$ cat src/rtl/mul_div_unit_pkg.sv
// Shared definitions for the multiply/divide unit: operation codes,
// controller states and the default operand width.
package muldiv_pkg;

   localparam int unsigned DEFAULT_WIDTH = 32;

   typedef enum logic [2:0] {
      OP_MULT  = 3'd0,
      OP_MULTU = 3'd1,
      OP_MADD  = 3'd2,
      OP_MSUB  = 3'd3,
      OP_DIV   = 3'd4,
      OP_DIVU  = 3'd5,
      OP_MTHI  = 3'd6,
      OP_MTLO  = 3'd7
   } op_e;

   typedef enum logic [1:0] {
      ST_IDLE = 2'd0,
      ST_MUL  = 2'd1,
      ST_DIV  = 2'd2,
      ST_FIX  = 2'd3
   } state_e;

endpackage

$ cat src/rtl/mul_div_unit_if.sv
// Request/response bundle between the pipeline and the HI/LO unit.
// master = pipeline side, slave = mul_div_unit.
interface mul_div_unit_if
   import muldiv_pkg::*;
#(
   parameter int unsigned WIDTH = DEFAULT_WIDTH
);
   logic             Start;
   op_e              Op;
   logic [WIDTH-1:0] OperandA;
   logic [WIDTH-1:0] OperandB;
   logic             HiLoRead;
   logic             Busy;
   logic             Done;
   logic             DivByZero;
   logic             Stall;
   logic [WIDTH-1:0] HiData;
   logic [WIDTH-1:0] LoData;

   modport master (
      output Start, Op, OperandA, OperandB, HiLoRead,
      input  Busy, Done, DivByZero, Stall, HiData, LoData
   );

   modport slave (
      input  Start, Op, OperandA, OperandB, HiLoRead,
      output Busy, Done, DivByZero, Stall, HiData, LoData
   );
endinterface

$ cat src/rtl/mul_div_unit_div_iter.sv
// One step of unsigned restoring division: shift the next dividend bit
// into the partial remainder, trial-subtract the divisor, and keep the
// difference only when it did not go negative.
module div_iter #(
   parameter int unsigned WIDTH = 32
) (
   input  logic [WIDTH-1:0] rem_i,
   input  logic [WIDTH-1:0] dvd_i,
   input  logic [WIDTH-1:0] dvsr_i,
   output logic [WIDTH-1:0] rem_o,
   output logic [WIDTH-1:0] quo_o
);
   logic [WIDTH:0] shifted;
   logic [WIDTH:0] trial;
   logic           q_bit;

   // The partial remainder is always below the divisor, so one extra bit
   // is enough for the trial difference's sign to be exact.
   assign shifted = {rem_i, dvd_i[WIDTH-1]};
   assign trial   = shifted - {1'b0, dvsr_i};
   assign q_bit   = ~trial[WIDTH];
   assign rem_o   = q_bit ? trial[WIDTH-1:0] : shifted[WIDTH-1:0];
   assign quo_o   = {dvd_i[WIDTH-2:0], q_bit};
endmodule

$ cat src/rtl/mul_div_unit.sv
// Iterative HI/LO multiply/divide unit (MIPS style).
// Multiplies run shift-add on operand magnitudes for WIDTH cycles, then a
// FIX cycle applies sign and MADD/MSUB accumulation. Divides use the
// restoring div_iter step when MULDIV_DIV_EN is defined; without it DIV and
// DIVU complete immediately as a divide-by-zero.
module mul_div_unit
   import muldiv_pkg::*;
#(
   parameter int unsigned WIDTH = DEFAULT_WIDTH
) (
   input logic         Clk,
   input logic         Rst,
   mul_div_unit_if.slave bus
);
   localparam int unsigned CNT_W = $clog2(WIDTH + 1);

   state_e             state_q;
   op_e                op_q;
   logic [WIDTH-1:0]   a_q;        // multiplicand or divisor magnitude
   logic [2*WIDTH-1:0] acc_q;      // {upper, lower} shift register
   logic [CNT_W-1:0]   cnt_q;
   logic               neg_q;      // negate product / quotient in FIX
   logic               rneg_q;     // negate remainder in FIX
   logic               busy_q;
   logic               done_q;
   logic               dbz_q;
   logic               dbz_pend_q; // divide-by-zero reported one edge later
   logic [WIDTH-1:0]   hi_q;
   logic [WIDTH-1:0]   lo_q;

   logic               signed_op;
   logic [WIDTH-1:0]   a_mag;
   logic [WIDTH-1:0]   b_mag;
   logic [WIDTH:0]     mul_sum;
   logic [2*WIDTH-1:0] mul_acc_d;
   logic [2*WIDTH-1:0] prod_s;
   logic [2*WIDTH-1:0] fix_mul_d;
   logic [WIDTH-1:0]   quo_s;
   logic [WIDTH-1:0]   rem_s;
   logic               div_op_q;

   assign signed_op = (bus.Op == OP_MULT) || (bus.Op == OP_MADD) ||
                      (bus.Op == OP_MSUB) || (bus.Op == OP_DIV);
   assign a_mag = (signed_op && bus.OperandA[WIDTH-1]) ? -bus.OperandA : bus.OperandA;
   assign b_mag = (signed_op && bus.OperandB[WIDTH-1]) ? -bus.OperandB : bus.OperandB;

   // Shift-add step: conditionally add the multiplicand into the upper half,
   // then shift the whole register right, consuming one multiplier bit.
   assign mul_sum   = {1'b0, acc_q[2*WIDTH-1:WIDTH]} +
                      (acc_q[0] ? {1'b0, a_q} : {(WIDTH+1){1'b0}});
   assign mul_acc_d = {mul_sum, acc_q[WIDTH-1:1]};

   assign prod_s   = neg_q ? -acc_q : acc_q;
   assign quo_s    = neg_q ? -acc_q[WIDTH-1:0] : acc_q[WIDTH-1:0];
   assign rem_s    = rneg_q ? -acc_q[2*WIDTH-1:WIDTH] : acc_q[2*WIDTH-1:WIDTH];
   assign div_op_q = (op_q == OP_DIV) || (op_q == OP_DIVU);

   // Final multiply result: plain product, or accumulated into {HI,LO}.
   always_comb begin
      // NOTE: every always_comb output gets a default first so no path can infer a latch.
      fix_mul_d = prod_s;
      case (op_q)
         OP_MADD: fix_mul_d = {hi_q, lo_q} + prod_s;
         OP_MSUB: fix_mul_d = {hi_q, lo_q} - prod_s;
         default: fix_mul_d = prod_s;
      endcase
   end

`ifdef MULDIV_DIV_EN
   logic [WIDTH-1:0]   div_rem;
   logic [WIDTH-1:0]   div_quo;
   logic [2*WIDTH-1:0] div_acc_d;

   div_iter #(.WIDTH(WIDTH)) u_div_iter (
      .rem_i  (acc_q[2*WIDTH-1:WIDTH]),
      .dvd_i  (acc_q[WIDTH-1:0]),
      .dvsr_i (a_q),
      .rem_o  (div_rem),
      .quo_o  (div_quo)
   );
   assign div_acc_d = {div_rem, div_quo};
`endif

   // Controller, datapath registers and registered outputs.
   always_ff @(posedge Clk or posedge Rst) begin
      if (Rst) begin
         state_q    <= ST_IDLE;
         op_q       <= OP_MULT;
         a_q        <= '0;
         acc_q      <= '0;
         cnt_q      <= '0;
         neg_q      <= 1'b0;
         rneg_q     <= 1'b0;
         busy_q     <= 1'b0;
         done_q     <= 1'b0;
         dbz_q      <= 1'b0;
         dbz_pend_q <= 1'b0;
         hi_q       <= '0;
         lo_q       <= '0;
      end else begin
         // NOTE: sequential state uses non-blocking assignments so every register samples pre-edge values.
         done_q     <= 1'b0;
         dbz_q      <= 1'b0;
         dbz_pend_q <= 1'b0;
         if (dbz_pend_q) begin
            done_q <= 1'b1;
            dbz_q  <= 1'b1;
         end
         case (state_q)
            ST_IDLE: begin
               if (bus.Start) begin
                  op_q  <= bus.Op;
                  cnt_q <= '0;
                  case (bus.Op)
                     OP_MULT, OP_MULTU, OP_MADD, OP_MSUB: begin
                        state_q <= ST_MUL;
                        busy_q  <= 1'b1;
                        a_q     <= a_mag;
                        acc_q   <= {{WIDTH{1'b0}}, b_mag};
                        neg_q   <= signed_op & (bus.OperandA[WIDTH-1] ^ bus.OperandB[WIDTH-1]);
                        rneg_q  <= 1'b0;
                     end
                     OP_DIV, OP_DIVU: begin
`ifdef MULDIV_DIV_EN
                        if (bus.OperandB == '0) begin
                           dbz_pend_q <= 1'b1;
                        end else begin
                           state_q <= ST_DIV;
                           busy_q  <= 1'b1;
                           a_q     <= b_mag;
                           acc_q   <= {{WIDTH{1'b0}}, a_mag};
                           neg_q   <= signed_op & (bus.OperandA[WIDTH-1] ^ bus.OperandB[WIDTH-1]);
                           rneg_q  <= signed_op & bus.OperandA[WIDTH-1];
                        end
`else
                        dbz_pend_q <= 1'b1;
`endif
                     end
                     OP_MTHI: begin
                        hi_q   <= bus.OperandA;
                        done_q <= 1'b1;
                     end
                     OP_MTLO: begin
                        lo_q   <= bus.OperandA;
                        done_q <= 1'b1;
                     end
                     default: ;
                  endcase
               end
            end
            ST_MUL: begin
               acc_q <= mul_acc_d;
               if (cnt_q == CNT_W'(WIDTH - 1)) begin
                  cnt_q   <= '0;
                  state_q <= ST_FIX;
               end else begin
                  cnt_q <= cnt_q + CNT_W'(1);
               end
            end
            ST_DIV: begin
`ifdef MULDIV_DIV_EN
               acc_q <= div_acc_d;
               if (cnt_q == CNT_W'(WIDTH - 1)) begin
                  cnt_q   <= '0;
                  state_q <= ST_FIX;
               end else begin
                  cnt_q <= cnt_q + CNT_W'(1);
               end
`else
               state_q <= ST_IDLE;
               busy_q  <= 1'b0;
`endif
            end
            ST_FIX: begin
               if (div_op_q) begin
                  hi_q <= rem_s;
                  lo_q <= quo_s;
               end else begin
                  {hi_q, lo_q} <= fix_mul_d;
               end
               done_q  <= 1'b1;
               busy_q  <= 1'b0;
               state_q <= ST_IDLE;
            end
            default: state_q <= ST_IDLE;
         endcase
      end
   end

   assign bus.Busy      = busy_q;
   assign bus.Done      = done_q;
   assign bus.DivByZero = dbz_q;
   assign bus.HiData    = hi_q;
   assign bus.LoData    = lo_q;
   assign bus.Stall     = bus.HiLoRead & (busy_q | bus.Start);
endmodule

$ cat src/flat_wrapper.sv
// flat-port wrapper written by rule: the top's interface ports become plain ports
module mul_div_unit_flat import muldiv_pkg::*;
#(
   parameter int unsigned WIDTH = DEFAULT_WIDTH
)
  (Clk, Rst, bus_Start, bus_Op, bus_OperandA, bus_OperandB, bus_HiLoRead, bus_Busy, bus_Done, bus_DivByZero, bus_Stall, bus_HiData, bus_LoData);
  mul_div_unit_if #(.WIDTH(WIDTH)) bus_i ();
  input logic Clk;
  input logic Rst;
  input wire logic [$bits(bus_i.Start)-1:0] bus_Start;
  input wire logic [$bits(bus_i.Op)-1:0] bus_Op;
  input wire logic [$bits(bus_i.OperandA)-1:0] bus_OperandA;
  input wire logic [$bits(bus_i.OperandB)-1:0] bus_OperandB;
  input wire logic [$bits(bus_i.HiLoRead)-1:0] bus_HiLoRead;
  output wire logic [$bits(bus_i.Busy)-1:0] bus_Busy;
  output wire logic [$bits(bus_i.Done)-1:0] bus_Done;
  output wire logic [$bits(bus_i.DivByZero)-1:0] bus_DivByZero;
  output wire logic [$bits(bus_i.Stall)-1:0] bus_Stall;
  output wire logic [$bits(bus_i.HiData)-1:0] bus_HiData;
  output wire logic [$bits(bus_i.LoData)-1:0] bus_LoData;
  assign bus_i.Start = bus_Start;
  assign bus_i.Op = bus_Op;
  assign bus_i.OperandA = bus_OperandA;
  assign bus_i.OperandB = bus_OperandB;
  assign bus_i.HiLoRead = bus_HiLoRead;
  assign bus_Busy = bus_i.Busy;
  assign bus_Done = bus_i.Done;
  assign bus_DivByZero = bus_i.DivByZero;
  assign bus_Stall = bus_i.Stall;
  assign bus_HiData = bus_i.HiData;
  assign bus_LoData = bus_i.LoData;
  mul_div_unit #(.WIDTH(WIDTH)) u_core (.Clk(Clk), .Rst(Rst), .bus(bus_i));
endmodule
$ cat config.mk
export PLATFORM = sky130hd
export DESIGN_NAME = mul_div_unit_flat
export DESIGN_NICKNAME = d
export VERILOG_FILES = /design/src/rtl/mul_div_unit_pkg.sv /design/src/rtl/mul_div_unit_if.sv /design/src/rtl/mul_div_unit_div_iter.sv /design/src/rtl/mul_div_unit.sv /design/src/flat_wrapper.sv
export SDC_FILE = /design/constraint.sdc
export NUM_CORES = 1
export LEC_CHECK = 0
export BUFFER_PORTS_ARGS = -buffer_cell sky130_fd_sc_hd__buf_2
export CORE_ASPECT_RATIO = 0.9
export CORE_MARGIN = 8
export CORE_UTILIZATION = 45
export CTS_CLUSTER_SIZE = 24
export DETAILED_ROUTE_END_ITERATION = 8
export SYNTH_ARGS = -nofsm -noshare
export SYNTH_HDL_FRONTEND = slang
export SYNTH_SLANG_ARGS = --single-unit
$ cat constraint.sdc
create_clock -name Clk -period 7.56 [get_ports Clk]
set_clock_uncertainty 0.15 [all_clocks]
set_input_delay 1.134 -clock Clk [delete_from_list [all_inputs] [get_ports Clk]]
set_output_delay 1.134 -clock Clk [all_outputs]
set_load 0.01 [all_outputs]
==> metrics.txt, run 1 <==
syn nets=2574; CTS Sinks=176; Nets=2627; FILL cells=3960; placed cell area=19480 um^2; top-count cell post-synth=nand2_1; CTS tree=done; Worst-Skew Late Latency=0.48 ns; Main synth FF type=dfrtp_1; Die Y=207.3 um; # port buffers=138; hold path depth=0; Pins Over Slew Limit=0; Finished Cell Area=just over 20000 um^2; Max Cap Viol=0; Via Count=18580; Netlist cell types=89; Synth Register Bits=about 180; Worst Setup Start Kind=flip-flop; Max clock buf depth=2; residual DRC count=0; synth cell count leaders=nand2_1, o21ai_0, a21oi_1; fmax=138.0 MHz; Tmin final=approximately 7.2 ns; H-tree depth=4; Worst Path Arrival=roughly 7.5 ns; clk slew on worst S/H paths=0.07 ns; Placer Congestion=0.9490; Worst path max stage delay=0.49 ns; die width=~230 um; first-pass iteration count of the detailed router=6; drt first-iter violations=1872; relative slew slack=0.2816; FP Rows=70; number of global-route vias before repair=roughly 17000; Final Setup Violations=0; unrepaired setup endpoints after global routing=false; initial antenna violation count=1; Hold Buf Count CTS=0; Num CTS Buffers=17; area delta synth->final=9.916%; r2r endpoint=u_core.bus.HiData[26]$_DFFE_PP0P_; Cells after Synth=2398; hold wc startpoint=u_core.dbz_pend_q$_DFF_PP0_; remaining antenna violation count after routing=0; Finished Layout Cells=3006; Worst Tran Pin Value=1.075 ns; Yosys Warn Count=0; CP max-delay cell=dfrtp_1; HPWL Detailed=51860 um; CTS root buf=clkbuf_16; crit path kind=flip-flop to flip-flop; R2R Setup Slk=0.31 ns; final setup TNS=0 ns; Hold WC Path Type=flip-flop to flip-flop; Worst EP required=7.77 ns; vias per cell=6.182; Final Util=0.4981; worst-case reg-to-reg path depth=26; synthesized area=18300 um^2; synth top area cells=dfrtp_1, ha_1, xnor2_1; total placed cells including tap cells=roughly 3000; GR Util All Layers=0.2811; Max Fanout on Critical Path=9; Async S/R FF share, synth=1.000; die area=47380 um^2; Final period util=0.9587; Post-synth EDFFs=0; top cell type's share of synthesized area=0.2407; Starting Density=0.4531; largest net degree at the start of global routing=114; grt ovf=0; Core Area=~40000 um^2; average wire per standard cell=roughly 23 um; cell taking the most area after synthesis=dfrtp_1; Mean Syn Cell Area=7.630 um^2; status=completed; CP Capture Type=flip-flop; Post-Route WL=around 68000 um; worst flop-to-flop path startpoint=u_core.acc_q[1]$_DFFE_PP0P_; # IOs=~140; WHS Endpoint=u_core.bus.DivByZero$_DFF_PP0_; final hold violations=0; first-pass GRT wire length=105500 um; sequential area share after synthesis=0.2407; layout cell share with drive strength beyond 1=0.1100
==> worst max path at each step <==
stage / from / end / slack, ns / cells after the start
2_1_floorplan: u_core.acc_q[0]$_DFFE_PP0P_ / u_core.bus.HiData[15]$_DFFE_PP0P_ / 0.53 / 28
3_3_place_gp: u_core.acc_q[1]$_DFFE_PP0P_ / u_core.bus.HiData[26]$_DFFE_PP0P_ / 0.30 / 26
3_5_place_dp: u_core.acc_q[1]$_DFFE_PP0P_ / u_core.bus.HiData[26]$_DFFE_PP0P_ / 0.19 / 26
4_1_cts: u_core.acc_q[1]$_DFFE_PP0P_ / u_core.bus.HiData[26]$_DFFE_PP0P_ / 0.15 / 26
5_1_grt: u_core.acc_q[1]$_DFFE_PP0P_ / u_core.bus.HiData[26]$_DFFE_PP0P_ / 0.03 / 26
6_report: u_core.acc_q[1]$_DFFE_PP0P_ / u_core.bus.HiData[26]$_DFFE_PP0P_ / 0.31 / 26
==> cell families (layout without fill, tap and decap cells) <==
family	Yosys count	in the layout	synth area share
xor gates and xnor gates	271	271	0.1301
other	0	2	0
DFF	176	176	0.2407
muxes	14	14	0.007727
and+or+nand+nor	801	801	0.2197
adders and majority gates	105	105	0.07263
AOI/OAI and AO/OA	819	819	0.2840
buffers and inverters	212	278	0.04507
==> critical path, delay by kind of cell (launching register included) <==
family                   cells  cell delay (ns)
AO/OA/AOI/OAI               14             3.32
XOR/XNOR                     2             0.33
adder cells (fa/ha/maj)      2             0.63
buffers and inverters        2             0.28
flip-flops                   1             0.49
AND/OR/NAND/NOR              6             1.93
==> sequential cells by signal (all words and copies together) (netlist names) <==
signal,count
u_core.bus.Busy,1
u_core.bus.Done,1
u_core.a_q,32
u_core.state_q,2
u_core.bus.LoData,32
u_core.dbz_pend_q,1
u_core.op_q,3
u_core.cnt_q,6
u_core.neg_q,1
u_core.bus.HiData,32
u_core.bus.DivByZero,1
u_core.acc_q,64
==> area by class of cell <==
| type | count | area [um^2] | area share |
|---|---|---|---|
| Inverter | 58 | 225.2 | 0.01120 |
| Sequential cell | 176 | 4405 | 0.2191 |
| Multi-Input combinational cell | 2010 | 13150 | 0.6540 |
| Tap cell | 540 | 675.6 | 0.03360 |
| Antenna cell | 2 | 5.005 | 0.0002489 |
| Clock buffer | 22 | 454.2 | 0.02258 |
| Timing Repair Buffer | 188 | 1066 | 0.05301 |
| Clock inverter | 10 | 127.6 | 0.006346 |
==> through the flow <==
| step | hold slack [ns] | worst slack [ns] |
|---|---|---|
| 2_1_floorplan | 0.1978 | 0.5305 |
| 3_3_place_gp | 0.2161 | 0.3020 |
| 3_5_place_dp | 0.2252 | 0.1860 |
| 4_1_cts | 0.2330 | 0.1483 |
| 5_1_grt | 0.2404 | 0.03333 |
| 6_report | 0.2376 | 0.3123 |
==> layout by cell type, fill, tap and decap left out, drive strengths merged, types with 103 or more instances in the layout <==
master	n
nand2	279
o21ai	250
a21oi	205
buf	188
dfrtp	176
nor2	167
xnor2	143
xor2	128
ha	103
==> repair_timing <==
action / CTS / global route
setup buffers: 0 / 1
gates resized for setup: 0 / 8
setup endpoints to repair: 0 / 13
==> routing by layer <==
| layer | wire length, um | up-vias | share of wire | GRT usage |
|---|---|---|---|---|
| li1 | - | 8846 | - | - |
| met1 | 33560 | 8890 | 0.49 | 0.4285 |
| met2 | 26290 | 763 | 0.38 | 0.3711 |
| met3 | 6673 | 83 | 0.097 | 0.07555 |
| met4 | 1936 | 2 | 0.028 | 0.09266 |
| met5 | 17 | - | 0.00025 | 0 |
Power of run 1 is not shown: default switching activity piles up to over one toggle a cycle in this logic, so the estimate is an artifact.
==> run 2, diff against run 1 <==
--- a/config.mk
+++ b/config.mk
@@ -7,7 +7,6 @@
 export LEC_CHECK = 0
 export BUFFER_PORTS_ARGS = -buffer_cell sky130_fd_sc_hd__buf_2
 export CORE_ASPECT_RATIO = 0.9
-export CORE_MARGIN = 8
 export CORE_UTILIZATION = 45
 export CTS_CLUSTER_SIZE = 24
 export DETAILED_ROUTE_END_ITERATION = 8
==> metrics.txt, run 2 (synthesized netlist as in run 1, its figures left out) <==
status=completed; Worst Tran Pin Value=1.202 ns; Biggest register=u_core.acc_q; Worst Path Arrival=between 7 and 8 ns; final worst slack=0.3920 ns; die area=41470 um^2; Die Y=a little under 200 um; Starting Density=0.4597; Nets=approximately 2600; # IOs=between 100 and 150; Core Area=39800 um^2; Via Count=~19000; Max Cap Viol=0; HPWL Detailed=52000 um; Hold Buf Count CTS=0; residual DRC count=0; R2R Setup Slk=0.39 ns; GR Util All Layers=0.3302; area occupied by registers=between 4000 and 5000 um^2; pre-CTS WS=0.4219 ns; Hold WC Path Type=flip-flop to flip-flop; unrepaired setup endpoints after global routing=false; initial antenna violation count=4; FP Rows=about 70; total placed cells including tap cells=2972; crit path kind=flip-flop to flip-flop; Pins Over Slew Limit=0; most frequent cells in the layout=nand2_1, o21ai_0, a21oi_1, dfrtp_1, nor2_1; r2r endpoint=u_core.bus.HiData[26]$_DFFE_PP0P_; vias per cell=6.187; final hold violations=0; Final period util=0.9481; most frequent cell on the critical path=o21ai_0; grt ovf=0; CTS tree=done; Post-Route WL=68690 um; H-tree depth=4; # port buffers=138; Final Setup Violations=0; Worst path max stage delay=0.51 ns; CP max-delay cell=or4b_1; fmax=139.5 MHz; die width=214.5 um; clk slew on worst S/H paths=roughly 0.070 ns; FILL cells=3949; most common cell after layout, fill and taps aside=nand2_1; area delta synth->final=10.15%; CTS Sinks=176; Worst EP required=a little under 8 ns; CTS root buf=clkbuf_16; hold wc startpoint=u_core.dbz_pend_q$_DFF_PP0_; Tmin final=7.168 ns; CP Capture Type=flip-flop; Finished Layout Cells=3009; relative slew slack=0.1968; max reg flops=64; WHS=0.2390 ns; Num CTS Buffers=17; worst flop-to-flop path startpoint=u_core.acc_q[0]$_DFFE_PP0P_; Max Fanout on Critical Path=9; average wire per standard cell=between 20 and 25 um; Multi-input gate area=approximately 13000 um^2; first-pass GRT wire length=between 100000 and 150000 um; drt first-iter violations=2138; final setup TNS=0 ns; postcts setup bufs=0; worst-case reg-to-reg path depth=26; first-pass iteration count of the detailed router=6; hold path depth=0; number of global-route vias before repair=16880; WHS Endpoint=u_core.bus.DivByZero$_DFF_PP0_; Worst Setup Start Kind=flip-flop; remaining antenna violation count after routing=0; Placer Congestion=0.9812; largest net degree at the start of global routing=between 100 and 150; PostCTS Resize Cnt=0; Max clock buf depth=2; layout cell share with drive strength beyond 1=0.1129; Worst-Skew Late Latency=0.48 ns
## run 2: changes by cell type in the layout (fill, tap and decap cells not counted), sizes merged
| cell | before | now |
|---|---|---|
| buf | 188 | 196 |
| diode | 2 | 6 |
| clkbuf | 22 | 19 |
| inv | 62 | 64 |
| bufinv | 2 | 1 |
| clkinvlp | 1 | 2 |
## run 2: metal layers
metal	GRT usage	up-vias	part of all wire
met1	0.5232	8927	0.51
met5	0	-	0
li1	-	8843	-
met3	0.05865	68	0.081
met4	0.1127	0	0.028
met2	0.4365	778	0.39
## run 2: cell type report
cell class / count / area share
inverters: 58 / 0.01118
clock buffers: 19 / 0.02247
multi-input cells: 2010 / 0.6520
well taps: 532 / 0.03303
repair buffers: 196 / 0.05588
clock inverters: 12 / 0.006084
flip-flops and latches: 176 / 0.2186
diodes: 6 / 0.0007450
## run 2: how the worst max path moves through the flow
stage | startpoint | end | slack, ns
4_1_cts | u_core.acc_q[0]$_DFFE_PP0P_ | u_core.bus.HiData[15]$_DFFE_PP0P_ | 0.34
6_report | u_core.acc_q[0]$_DFFE_PP0P_ | u_core.bus.HiData[26]$_DFFE_PP0P_ | 0.39
2_1_floorplan | u_core.acc_q[0]$_DFFE_PP0P_ | u_core.bus.HiData[15]$_DFFE_PP0P_ | 0.53
5_1_grt | u_core.acc_q[0]$_DFFE_PP0P_ | u_core.bus.HiData[15]$_DFFE_PP0P_ | 0.009
3_5_place_dp | u_core.acc_q[0]$_DFFE_PP0P_ | u_core.bus.HiData[26]$_DFFE_PP0P_ | 0.42
3_3_place_gp | u_core.acc_q[0]$_DFFE_PP0P_ | u_core.bus.HiData[26]$_DFFE_PP0P_ | 0.50
## run 2: metrics by stage
step	util	area (um^2)
floorplan	-	18300
global placement	0.4910	19540
detailed placement	0.4910	19540
CTS	0.5055	20120
global route	0.5062	20150
finish	0.5064	20150
## run 2: worst max-delay path, delay by kind of cell (launching register included)
family                     cells  cell delay, ns
buffers and inverters          2            0.24
xor gates and xnor gates       2            0.31
and+or+nand+nor                6            1.98
AOI/OAI and AO/OA             14            3.30
adders and majority gates      2            0.67
DFF                            1            0.38
Power of run 2 is left out for the same reason.
